**config.mk**
```make
export PLATFORM = sky130hd
export DESIGN_NAME = ble_rx_packet_ctrl
export DESIGN_NICKNAME = d
export VERILOG_FILES = /design/src/rtl/ble_rx_pkg.sv /design/src/rtl/ble_byte_fifo.sv /design/src/rtl/ble_rx_packet_ctrl.sv
export SDC_FILE = /design/constraint.sdc
export NUM_CORES = 1
export LEC_CHECK = 0
export ABC_AREA = 1
export CORE_MARGIN = 2
export CORE_UTILIZATION = 49
export DETAILED_ROUTE_END_ITERATION = 10
export PLACE_DENSITY = 0.68
export RECOVER_POWER = 25
export SLEW_MARGIN = 20
export SYNTH_ARGS = -nofsm -noshare
export SYNTH_HDL_FRONTEND = slang
export SYNTH_SLANG_ARGS = --single-unit
export TNS_END_PERCENT = 10
```
**constraint.sdc**
```tcl
create_clock -name clk -period 7.5 [get_ports clk]
set_input_delay 1.125 -clock clk [delete_from_list [all_inputs] [get_ports clk]]
set_output_delay 1.125 -clock clk [all_outputs]
set_load 0.1 [all_outputs]
```
**src/rtl/ble_rx_pkg.sv**
```systemverilog
// Shared definitions for the BLE receive packet controller: FSM encoding,
// well-known constants, FIFO entry layout and small helper functions.
package ble_rx_pkg;

    localparam logic [2:0] ST_IDLE    = 3'd0;
    localparam logic [2:0] ST_SEARCH  = 3'd1;
    localparam logic [2:0] ST_HEADER  = 3'd2;
    localparam logic [2:0] ST_PAYLOAD = 3'd3;
    localparam logic [2:0] ST_CRC     = 3'd4;

    localparam logic [31:0] BLE_ADV_AA = 32'h8E89BED6;
    localparam logic [23:0] CRC_POLY   = 24'h00065B;
    localparam logic [23:0] CRC_INIT   = 24'h555555;

    // FIFO entry: {last, data}
    typedef struct packed {
        logic       last;
        logic [7:0] data;
    } fifo_entry_t;

    function automatic logic [5:0] popcount32(input logic [31:0] v);
        logic [5:0] cnt;
        cnt = '0;
        for (int i = 0; i < 32; i++) begin
            cnt = cnt + {5'b00000, v[i]};
        end
        return cnt;
    endfunction

    // One bit of the BLE CRC24 LFSR, MSB is the feedback tap
    function automatic logic [23:0] crc24_step(input logic [23:0] c, input logic b);
        logic [23:0] n;
        n = {c[22:0], 1'b0};
        if (c[23] ^ b) begin
            n = n ^ CRC_POLY;
        end
        return n;
    endfunction

endpackage

```
**src/rtl/ble_byte_fifo.sv**
```systemverilog
// Synchronous byte FIFO with a last-byte flag per entry. Head entry is read
// straight from the storage registers; push while full succeeds only when a
// pop happens in the same cycle.
module ble_byte_fifo
    import ble_rx_pkg::*;
#(
    parameter int unsigned DEPTH = 16
) (
    input  logic        clk,
    input  logic        rst,
    input  logic        i_push,
    input  fifo_entry_t i_wdata,
    input  logic        i_pop,
    output fifo_entry_t o_rdata,
    output logic        o_full,
    output logic        o_empty
);

    localparam int unsigned AW = $clog2(DEPTH);

    fifo_entry_t r_mem [DEPTH];
    logic [AW:0] r_wr_ptr;
    logic [AW:0] r_rd_ptr;
    logic        w_wr_en;
    logic        w_rd_en;

    // Write/read enables and flags from the extended-pointer comparison
    always_comb begin
        o_empty = (r_wr_ptr == r_rd_ptr);
        o_full  = (r_wr_ptr[AW] != r_rd_ptr[AW]) && (r_wr_ptr[AW-1:0] == r_rd_ptr[AW-1:0]);
        w_rd_en = i_pop && !o_empty;
        w_wr_en = i_push && (!o_full || w_rd_en);
        o_rdata = r_mem[r_rd_ptr[AW-1:0]];
    end

    // Storage and pointer update
    always_ff @(posedge clk or negedge rst) begin
        if (!rst) begin
            r_wr_ptr <= '0;
            r_rd_ptr <= '0;
            for (int i = 0; i < DEPTH; i++) begin
                r_mem[i] <= '0;
            end
        end else begin
            if (w_wr_en) begin
                r_mem[r_wr_ptr[AW-1:0]] <= i_wdata;
                r_wr_ptr <= r_wr_ptr + 1'b1;
            end
            if (w_rd_en) begin
                r_rd_ptr <= r_rd_ptr + 1'b1;
            end
        end
    end

endmodule

```
**src/rtl/ble_rx_packet_ctrl.sv**
```systemverilog
// BLE receive packet controller: turns the demodulated bit stream into bytes.
// Finds the access address, frames header/payload/CRC and queues bytes in a
// FIFO. Optional CRC24 checking is built when CRC_CHECK_EN is defined.
module ble_rx_packet_ctrl
    import ble_rx_pkg::*;
#(
    parameter int unsigned FIFO_DEPTH  = 16,
    parameter int unsigned MAX_PDU_LEN = 37,
    parameter int unsigned TIMEOUT_CYC = 64
) (
    input  logic        clk,
    input  logic        rst,
    input  logic        enable,
    input  logic [31:0] access_addr,
    input  logic [2:0]  aa_tol,
    input  logic        update,
    input  logic        value,
    output logic [7:0]  byte_data,
    output logic        byte_valid,
    input  logic        byte_ready,
    output logic        byte_last,
    output logic        pkt_start,
    output logic        pkt_done,
    output logic        pkt_abort,
    output logic        overflow,
    output logic        crc_ok,
    output logic [2:0]  state
);

    localparam int unsigned    TO_W    = $clog2(TIMEOUT_CYC + 1);
    localparam logic [TO_W-1:0] TO_LAST = TO_W'(TIMEOUT_CYC - 1);
    localparam logic [7:0]     MAX_LEN = 8'(MAX_PDU_LEN);

    logic [2:0]      r_state;
    logic            r_update_q;
    logic [31:0]     r_sr;
    logic [7:0]      r_shift;
    logic [2:0]      r_bit_cnt;
    logic [7:0]      r_byte_cnt;
    logic [7:0]      r_len;
    logic [TO_W-1:0] r_to_cnt;
    logic            r_pkt_start;
    logic            r_pkt_done;
    logic            r_pkt_abort;
    logic            r_overflow;

    logic            w_bit_evt;
    logic [31:0]     w_sr_next;
    logic [7:0]      w_byte_next;
    logic            w_in_pkt;
    logic            w_timeout;
    logic            w_aa_hit;
    logic            w_push;
    logic            w_pop;
    fifo_entry_t     w_push_entry;
    fifo_entry_t     w_head;
    logic            w_fifo_full;
    logic            w_fifo_empty;

    // Bit-event detection, shift candidates and byte-completion decode
    always_comb begin
        w_bit_evt         = update & ~r_update_q;
        w_sr_next         = {value, r_sr[31:1]};
        w_byte_next       = {value, r_shift[7:1]};
        w_in_pkt          = (r_state == ST_HEADER) || (r_state == ST_PAYLOAD) ||
                            (r_state == ST_CRC);
        w_timeout         = w_in_pkt && !w_bit_evt && (r_to_cnt == TO_LAST);
        w_aa_hit          = popcount32(w_sr_next ^ access_addr) <= {3'b000, aa_tol};
        w_push            = enable && w_in_pkt && w_bit_evt && (r_bit_cnt == 3'd7);
        w_push_entry.last = (r_state == ST_CRC) && (r_byte_cnt == 8'd2);
        w_push_entry.data = w_byte_next;
        w_pop             = byte_ready && !w_fifo_empty;
    end

    ble_byte_fifo #(
        .DEPTH (FIFO_DEPTH)
    ) u_fifo (
        .clk     (clk),
        .rst     (rst),
        .i_push  (w_push),
        .i_wdata (w_push_entry),
        .i_pop   (w_pop),
        .o_rdata (w_head),
        .o_full  (w_fifo_full),
        .o_empty (w_fifo_empty)
    );

    // Packet sequencing FSM, timeout counter and status pulses
    always_ff @(posedge clk or negedge rst) begin
        if (!rst) begin
            r_state     <= ST_IDLE;
            r_update_q  <= 1'b0;
            r_sr        <= '0;
            r_shift     <= '0;
            r_bit_cnt   <= '0;
            r_byte_cnt  <= '0;
            r_len       <= '0;
            r_to_cnt    <= '0;
            r_pkt_start <= 1'b0;
            r_pkt_done  <= 1'b0;
            r_pkt_abort <= 1'b0;
            r_overflow  <= 1'b0;
        end else begin
            r_update_q  <= update;
            r_pkt_start <= 1'b0;
            r_pkt_done  <= 1'b0;
            r_pkt_abort <= 1'b0;
            if (!enable) begin
                r_state    <= ST_IDLE;
                r_overflow <= 1'b0;
                r_bit_cnt  <= '0;
                r_byte_cnt <= '0;
                r_to_cnt   <= '0;
            end else begin
                if (w_push && w_fifo_full && !w_pop) begin
                    r_overflow <= 1'b1;
                end
                if (w_in_pkt && !w_bit_evt) begin
                    r_to_cnt <= r_to_cnt + 1'b1;
                end else begin
                    r_to_cnt <= '0;
                end
                case (r_state)
                    ST_IDLE: begin
                        r_state <= ST_SEARCH;
                        r_sr    <= '0;
                    end
                    ST_SEARCH: begin
                        if (w_bit_evt) begin
                            r_sr <= w_sr_next;
                            if (w_aa_hit) begin
                                r_state     <= ST_HEADER;
                                r_pkt_start <= 1'b1;
                                r_bit_cnt   <= '0;
                                r_byte_cnt  <= '0;
                            end
                        end
                    end
                    ST_HEADER, ST_PAYLOAD, ST_CRC: begin
                        if (w_timeout) begin
                            r_pkt_abort <= 1'b1;
                            r_state     <= ST_SEARCH;
                            r_sr        <= '0;
                            r_bit_cnt   <= '0;
                            r_byte_cnt  <= '0;
                        end else if (w_bit_evt) begin
                            r_shift   <= w_byte_next;
                            r_bit_cnt <= r_bit_cnt + 1'b1;
                            if (r_bit_cnt == 3'd7) begin
                                r_byte_cnt <= r_byte_cnt + 1'b1;
                                if (r_state == ST_HEADER && r_byte_cnt == 8'd1) begin
                                    r_byte_cnt <= '0;
                                    r_len      <= w_byte_next;
                                    if (w_byte_next > MAX_LEN) begin
                                        r_pkt_abort <= 1'b1;
                                        r_state     <= ST_SEARCH;
                                        r_sr        <= '0;
                                    end else if (w_byte_next == 8'd0) begin
                                        r_state <= ST_CRC;
                                    end else begin
                                        r_state <= ST_PAYLOAD;
                                    end
                                end else if (r_state == ST_PAYLOAD &&
                                             r_byte_cnt == r_len - 8'd1) begin
                                    r_byte_cnt <= '0;
                                    r_state    <= ST_CRC;
                                end else if (r_state == ST_CRC && r_byte_cnt == 8'd2) begin
                                    r_byte_cnt <= '0;
                                    r_pkt_done <= 1'b1;
                                    r_state    <= ST_SEARCH;
                                    r_sr       <= '0;
                                end
                            end
                        end
                    end
                    default: begin
                        r_state <= ST_IDLE;
                    end
                endcase
            end
        end
    end

`ifdef CRC_CHECK_EN
    logic [23:0] r_crc;
    logic        r_crc_err;
    logic        r_crc_ok;
    logic        w_crc_mis;

    assign w_crc_mis = value ^ r_crc[23];

    // LFSR runs over header+payload; received CRC bits are checked against its MSB
    always_ff @(posedge clk or negedge rst) begin
        if (!rst) begin
            r_crc     <= CRC_INIT;
            r_crc_err <= 1'b0;
            r_crc_ok  <= 1'b0;
        end else if (enable && w_bit_evt) begin
            if (r_state == ST_SEARCH && w_aa_hit) begin
                r_crc     <= CRC_INIT;
                r_crc_err <= 1'b0;
                r_crc_ok  <= 1'b0;
            end else if (r_state == ST_HEADER || r_state == ST_PAYLOAD) begin
                r_crc <= crc24_step(r_crc, value);
            end else if (r_state == ST_CRC) begin
                r_crc <= {r_crc[22:0], 1'b0};
                if (w_crc_mis) begin
                    r_crc_err <= 1'b1;
                end
                if (r_bit_cnt == 3'd7 && r_byte_cnt == 8'd2) begin
                    r_crc_ok <= ~(r_crc_err | w_crc_mis);
                end
            end
        end
    end

    assign crc_ok = r_crc_ok;
`else
    assign crc_ok = 1'b0;
`endif

    assign byte_data  = w_head.data;
    assign byte_last  = w_head.last;
    assign byte_valid = !w_fifo_empty;
    assign pkt_start  = r_pkt_start;
    assign pkt_done   = r_pkt_done;
    assign pkt_abort  = r_pkt_abort;
    assign overflow   = r_overflow;
    assign state      = r_state;

endmodule
```
==> impl_metrics.yaml, run 1 <==
run_status:
  outcome: "finished with violations"
  violations: "capacitance limit, slew limit"
timing:
  maxSlewHeadroom_pct: -242.5
  rsz0062_at_grt: "no"
  final.setup.tns_ps: 0
  hold_violations: 0
  whs_ps: 460.2
  timing.fmax_ghz: 0.1451
  setup_viol: 0
  min_period_ps: 6889
  fin_skew_ps: 22.37
  tightest_slew_ps: 5137
  period_share_pct: 91.86
  drv_slew: 161
worst_setup_path:
  critPathKind: "in -> reg"
  worstPathMaxFanout: 8
  worst_setup_path_end_kind: "flop"
  crit_arrival_ps: 7300
  cp_slowest_stage_delay_ps: 560
  required_ps: 7910
  cp_common_cell: "fa_1"
  slowest_stage: "fa_1"
  startpoint_type: "input port"
global_routing:
  antenna_found_initial: 0
  grt_overflow: 0
  grt_first_pass_wirelength_um: 46680
  grt_max_degree: 96
  grt_pass1_vias: 8828
  grt_usage_pct: 22.38
cts:
  cts_tree: "built"
  ctsResizeCount: 0
  cts_hold_buf: 0
  numCtsBuffers: 25
  clk_pin_slew_ps: 60
  htreeDepth: 1
  root_buffer: "clkbuf_16"
  cts_setup_buffers: 0
  cts.sinks: 226
  clock_path_buffers: 3
  clk_latency_ps: 540
routing:
  dr.pass1.iters: 5
  drc: 0
  vias: 9129
  drtAntennaViolNets: 0
  drtIter0Drc: 665
  post_drt_via_cell_ratio: 5.354
  wl_per_cell_um: 16.30
  wl_um: 27780
logic_synthesis:
  yosysUniqueCellTypes: 43
  ys_ff_latch: 226
  ys_seq_area_share_pct: 47.73
  synth_top_area_cell: "dfrtp_1"
  syn_avg_cell_area_sq_um: 8.836
  synth_top_area_share_pct: 47.73
  syn_nets: 1428
  yosys_warnings: 0
  synth_area_sq_um: 11850
  synthTopCellsByArea: "dfrtp_1 48%, nand2_1 10%, o21ai_0 5.6%"
  syn_inst: 1341
pwr:
  leakage_nw: 5.987
  power_density_nw_per_um2: 356.0
  vdd_drop_max_mv: 0.5895
final_layout:
  diodes: 0
  finalNonFillerCells: 1705
  fill_cells: 2161
  drive_gt1_share_pct: 7.576
  area_growth_pct: 12.10
  multi_input_area_sq_um: 5474
  nets: 1455
  seqCellArea_sq_um: 5658
placed_design:
  gp_congestion: 0.8333
  dp.cells: 1660
  io_buffers: 57
  hpwl_um: 17840
flow_run:
  maxCapViolations: 2
floorplan:
  io_pins: 59
  fp.dieW_um: 159.5
  initial_utilization_pct: 50.18
  die_area_sq_um: 25440
  die_h_um: 159.5
  core_area_sq_um: 23610
  fp-row-count: 56
worst_hold_path:
  hold_path_class: "reg -> reg"
## worst max-delay path, delay by kind of cell
kind,cells,cell delay (ps)
adders and majority gates,9,3960
AOI/OAI and AO/OA,2,220
xor gates and xnor gates,2,390
buffers and inverters,7,960
and+or+nand+nor,6,650
## cell usage in the layout, fill, tap and decap left out, types with 25 or more instances in the layout
cell and instances:
dfrtp_1 224, nand2_1 319, inv_1 84, nand3_1 47
o21ai_0 132, clkbuf_16 25, o21ai_1 85, clkdlybuf4s50_1 55
xnor2_1 30, nor2_1 139
## cell type report
type,count,share of cell area (%)
multi-input cells,958,41.21
well taps,319,3.005
inverters,93,2.694
clock inverters,8,0.5181
flip-flops and latches,226,42.60
clock buffers,37,5.350
repair buffers,64,4.625
## final timing paths
| kind | slack (ps) | start | end | depth (start not counted) |
|---|---|---|---|---|
| min | 460 | r_to_cnt[0] | r_to_cnt[0] | 1 |
| max reg2reg | 1160 | r_sr[18] | r_byte_cnt[2] | 25 |
| max in group asynchronous | 1480 | rst | r_to_cnt[6] | 2 |
| min in group asynchronous | 2460 | rst | u_fifo.r_mem[60] | 1 |
| max | 610 | access_addr[17] | r_byte_cnt[2] | 26 |
| min reg2reg | 460 | r_to_cnt[0] | r_to_cnt[0] | 1 |
## cells by family (layout without fill, tap and decap cells)
family	Yosys count	in the layout	share of synthesized area, %
xor gates and xnor gates	50	50	3.696
buffers and inverters	157	202	6.051
DFF	226	226	47.73
other	1	1	0.03165
AOI/OAI and AO/OA	299	299	14.90
adders and majority gates	46	46	6.378
and+or+nand+nor	548	548	20.02
muxes	14	14	1.193
## through the flow
| stage | setup WS (ps) | instance area, sq um | power, W | utilization (%) |
|---|---|---|---|---|
| finish | 610.6 | 13280 | 0.004729 | 56.25 |
| global route | 230.2 | 13280 | 0.005079 | 56.25 |
| CTS | 581.2 | 13300 | 0.004760 | 56.33 |
| detailed placement | 39.53 | 12520 | 0.003570 | 53.03 |
| global placement | 295.4 | 12520 | 0.003522 | 53.03 |
| floorplan | 895.3 | 11850 | 0.003013 | - |
## cells in the mapped netlist (all sizes together)
cell	count
a21oi	10
a31oi	1
a32o	2
buf	25
clkbuf	39
clkinv	5
conb	1
dfrtp	226
fa	24
ha	22
inv	88
mux2	1
mux2i	13
nand2	334
nand3	53
nand4	6
nor2	144
nor3	9
nor3b	1
o211ai	5
o21ai	242
o21bai	1
o221ai	14
o31ai	1
o32ai	23
or2	1
xnor2	30
xor2	20
## registers in the layout (all words and copies together) (netlist names)
signal	flops
overflow	1
pkt_abort	1
pkt_done	1
pkt_start	1
r_bit_cnt	3
r_byte_cnt	8
r_len	8
r_shift	7
r_sr	31
r_to_cnt	7
r_update_q	1
state	3
u_fifo.r_mem	144
u_fifo.r_rd_ptr	5
u_fifo.r_wr_ptr	5
## layer usage
| layer | wire (um) | global-route usage (%) | up-vias |
|---|---|---|---|
| met4 | 604 | 5.000 | 0 |
| met5 | 0 | 0 | - |
| li1 | - | - | 4478 |
| met2 | 12480 | 34.83 | 175 |
| met1 | 13720 | 33.89 | 4442 |
| met3 | 978 | 2.396 | 34 |
## power breakdown
part | leakage, nW | internal [W] | switching (W)
Sequential | 3.12 | 0.00125 | 0.0000524
Clock | 0.388 | 0.000688 | 0.000497
Combinational | 2.47 | 0.000711 | 0.00153
Total | 5.99 | 0.00265 | 0.00208
Power figures use the tool's default switching activity.
==> inputs of run 2 (changes only) <==
CTS_CLUSTER_SIZE = 40   (was not set)
==> results of run 2 <==
No change in the layout: final DEF, timing and power equal those of run 1.
==> inputs of run 3 (changes only) <==
CELL_PAD_IN_SITES_DETAIL_PLACEMENT = 1   (was not set)
CELL_PAD_IN_SITES_GLOBAL_PLACEMENT = 2   (was not set)
CORE_UTILIZATION = 30   (was 49)
PLACE_DENSITY = 0.67   (was 0.68)
==> run 3 against run 2 <==
Compared with the run above:
- the flow still finishes with violations (capacitance limit, slew limit)
- sequential power barely moved
- maximum frequency fell by 0.54%
- register-to-register slack improved by 20 ps
- setup slack got worse by 37 ps
- global-route usage fell by 5.7 points
- flip-flop and latch count did not move
- sequential share of layout area fell by 1.3 points
- clock power rose by 13%
- via count rose by 0.16%
- clock-buffer cell count rose by 4
- first-iteration DRC count fell by 18%
- utilization fell by 21 points
- largest cell class unchanged
- highest routed layer unchanged
==> impl_metrics.yaml, run 3 (same netlist as run 1, synthesis figures left out) <==
final_layout:
  final_cell_mix: "318 x nand2_1, 224 x dfrtp_1, 138 x nor2_1, 132 x o21ai_0, 85 x o21ai_1"
  largest-register: "u_fifo.r_mem"
  nets: 1461
  largest_reg_flops: 144
  final_area_sq_um: 13700
  area_growth_pct: 15.62
  fill_cells: 4479
  drive_gt1_share_pct: 8.321
  top_regs: "u_fifo.r_mem x144, r_sr x31"
  diodes: 0
  final_common_cell: "nand2_1"
pwr:
  power_density_nw_per_um2: 363.0
  leakage_nw: 6.081
  vdd_drop_max_mv: 0.2962
worst_setup_path:
  required_ps: 7940
  critPathKind: "in -> reg"
  crit_arrival_ps: 7360
  cp-startpoint: "access_addr[21]"
  worstPathMaxFanout: 8
  worst_setup_path_end_kind: "flop"
  startpoint_type: "input port"
  rr_startpoint: "r_sr[12]"
timing:
  maxSlewHeadroom_pct: -259.9
  setup_viol: 0
  worst_slack_ps: 573.3
  timing.fmax_ghz: 0.1444
  period_share_pct: 92.36
  tightest_slew_ps: 5399
  fin_skew_ps: 22.07
  min_period_ps: 6927
  hold_violations: 0
  drv_slew: 96
  rsz0062_at_grt: "no"
floorplan:
  initial_utilization_pct: 30.52
  fp.dieW_um: 202.7
  fp-row-count: 72
  die_area_sq_um: 41100
  die_h_um: 202.7
  io_pins: 59
  core_area_sq_um: 38830
worst_hold_path:
  min_from: "r_to_cnt[0]"
  hold_path_class: "reg -> reg"
flow_run:
  maxCapViolations: 1
cts:
  clk_latency_ps: 560
  cts_setup_buffers: 0
  htreeDepth: 1
  ctsResizeCount: 0
  cts_hold_buf: 0
  cts_tree: "built"
  numCtsBuffers: 28
  clock_path_buffers: 3
  root_buffer: "clkbuf_16"
  clk_pin_slew_ps: 60
  cts.sinks: 226
routing:
  drtAntennaViolNets: 0
  dr.pass1.iters: 5
  post_drt_via_cell_ratio: 4.782
  wl_um: 33800
  vias: 9144
  wl_per_cell_um: 17.68
  drtIter0Drc: 548
  drc: 0
placed_design:
  gp_congestion: 0.7338
  hpwl_um: 22270
  io_buffers: 57
  dpl_cell_area_sq_um: 12810
  dp_slack_ps: -52.63
global_routing:
  grt_usage_pct: 16.69
  grt_pass1_vias: 9449
  grt_first_pass_wirelength_um: 54530
  grt_max_degree: 133
  grt_overflow: 0
  antenna_found_initial: 0
run_status:
  violations: "capacitance limit, slew limit"
  outcome: "finished with violations"
==> run 3: metrics by stage <==
step	power [W]	setup TNS (ps)	util [%]	hold slack, ps	std cells
5_1_grt	0.005342	0	35.28	494.8	1912
3_3_place_gp	0.003655	0	32.98	455.3	1862
2_1_floorplan	0.003013	0	-	432.9	1341
6_report	0.004973	0	35.28	466.3	1912
3_5_place_dp	0.003698	-245.3	32.98	458.4	1862
4_1_cts	0.005062	0	35.31	466.4	1912
==> run 3: path summary, 6_finish.rpt <==
path,endpoint,slack (ps),depth (start not counted)
min in group asynchronous,u_fifo.r_mem[58],2530,1
max in group asynchronous,u_fifo.r_rd_ptr[0],1560,1
setup / recovery,r_byte_cnt[2],570,26
setup reg to reg,r_byte_cnt[2],1180,25
hold / removal,r_to_cnt[0],470,1
hold reg to reg,r_to_cnt[0],470,1
==> run 3: worst max-delay path, cell delays in order <==
cell and delay [ps]:
clkdlybuf4s50_1 450, xnor2_1 220, fa_1 490, fa_1 550, inv_1 50, fa_1 510, inv_1 60, fa_1 460
fa_1 540, inv_1 50, fa_1 540, ha_1 160, inv_1 50, fa_1 400, xnor2_1 150, ha_1 310
a21oi_1 130, o21ai_0 110, nand2_1 70, nand3_1 120, nand2_1 110, nand4_1 150, inv_1 230, nand2_1 140
inv_1 120, nor2_1 50
==> run 3: per-layer routing <==
layer | wire length [um] | GRT usage (%) | up-vias
li1 | - | - | 4488
met1 | 16980 | 24.41 | 4549
met2 | 15520 | 26.91 | 85
met3 | 978 | 2.087 | 22
met4 | 328 | 2.607 | 0
met5 | 0 | 0 | -
==> run 3: final cells by class <==
class                   instances  area, sq um  area share, %
repair buffers                 67        651.9          4.758
inverters                      93        357.8          2.612
clock inverters                 9        85.08         0.6211
well taps                     518        648.1          4.731
flip-flops and latches        226         5658          41.30
clock buffers                  41        819.5          5.982
multi-input cells             958         5479          39.99
==> run 3: report_power, final <==
part	leakage (nW)	total [W]	switching, W	internal [W]
Sequential	3.12	0.00132	0.0000626	0.00125
Clock	0.451	0.00133	0.000543	0.000788
Combinational	2.51	0.00233	0.00160	0.000727
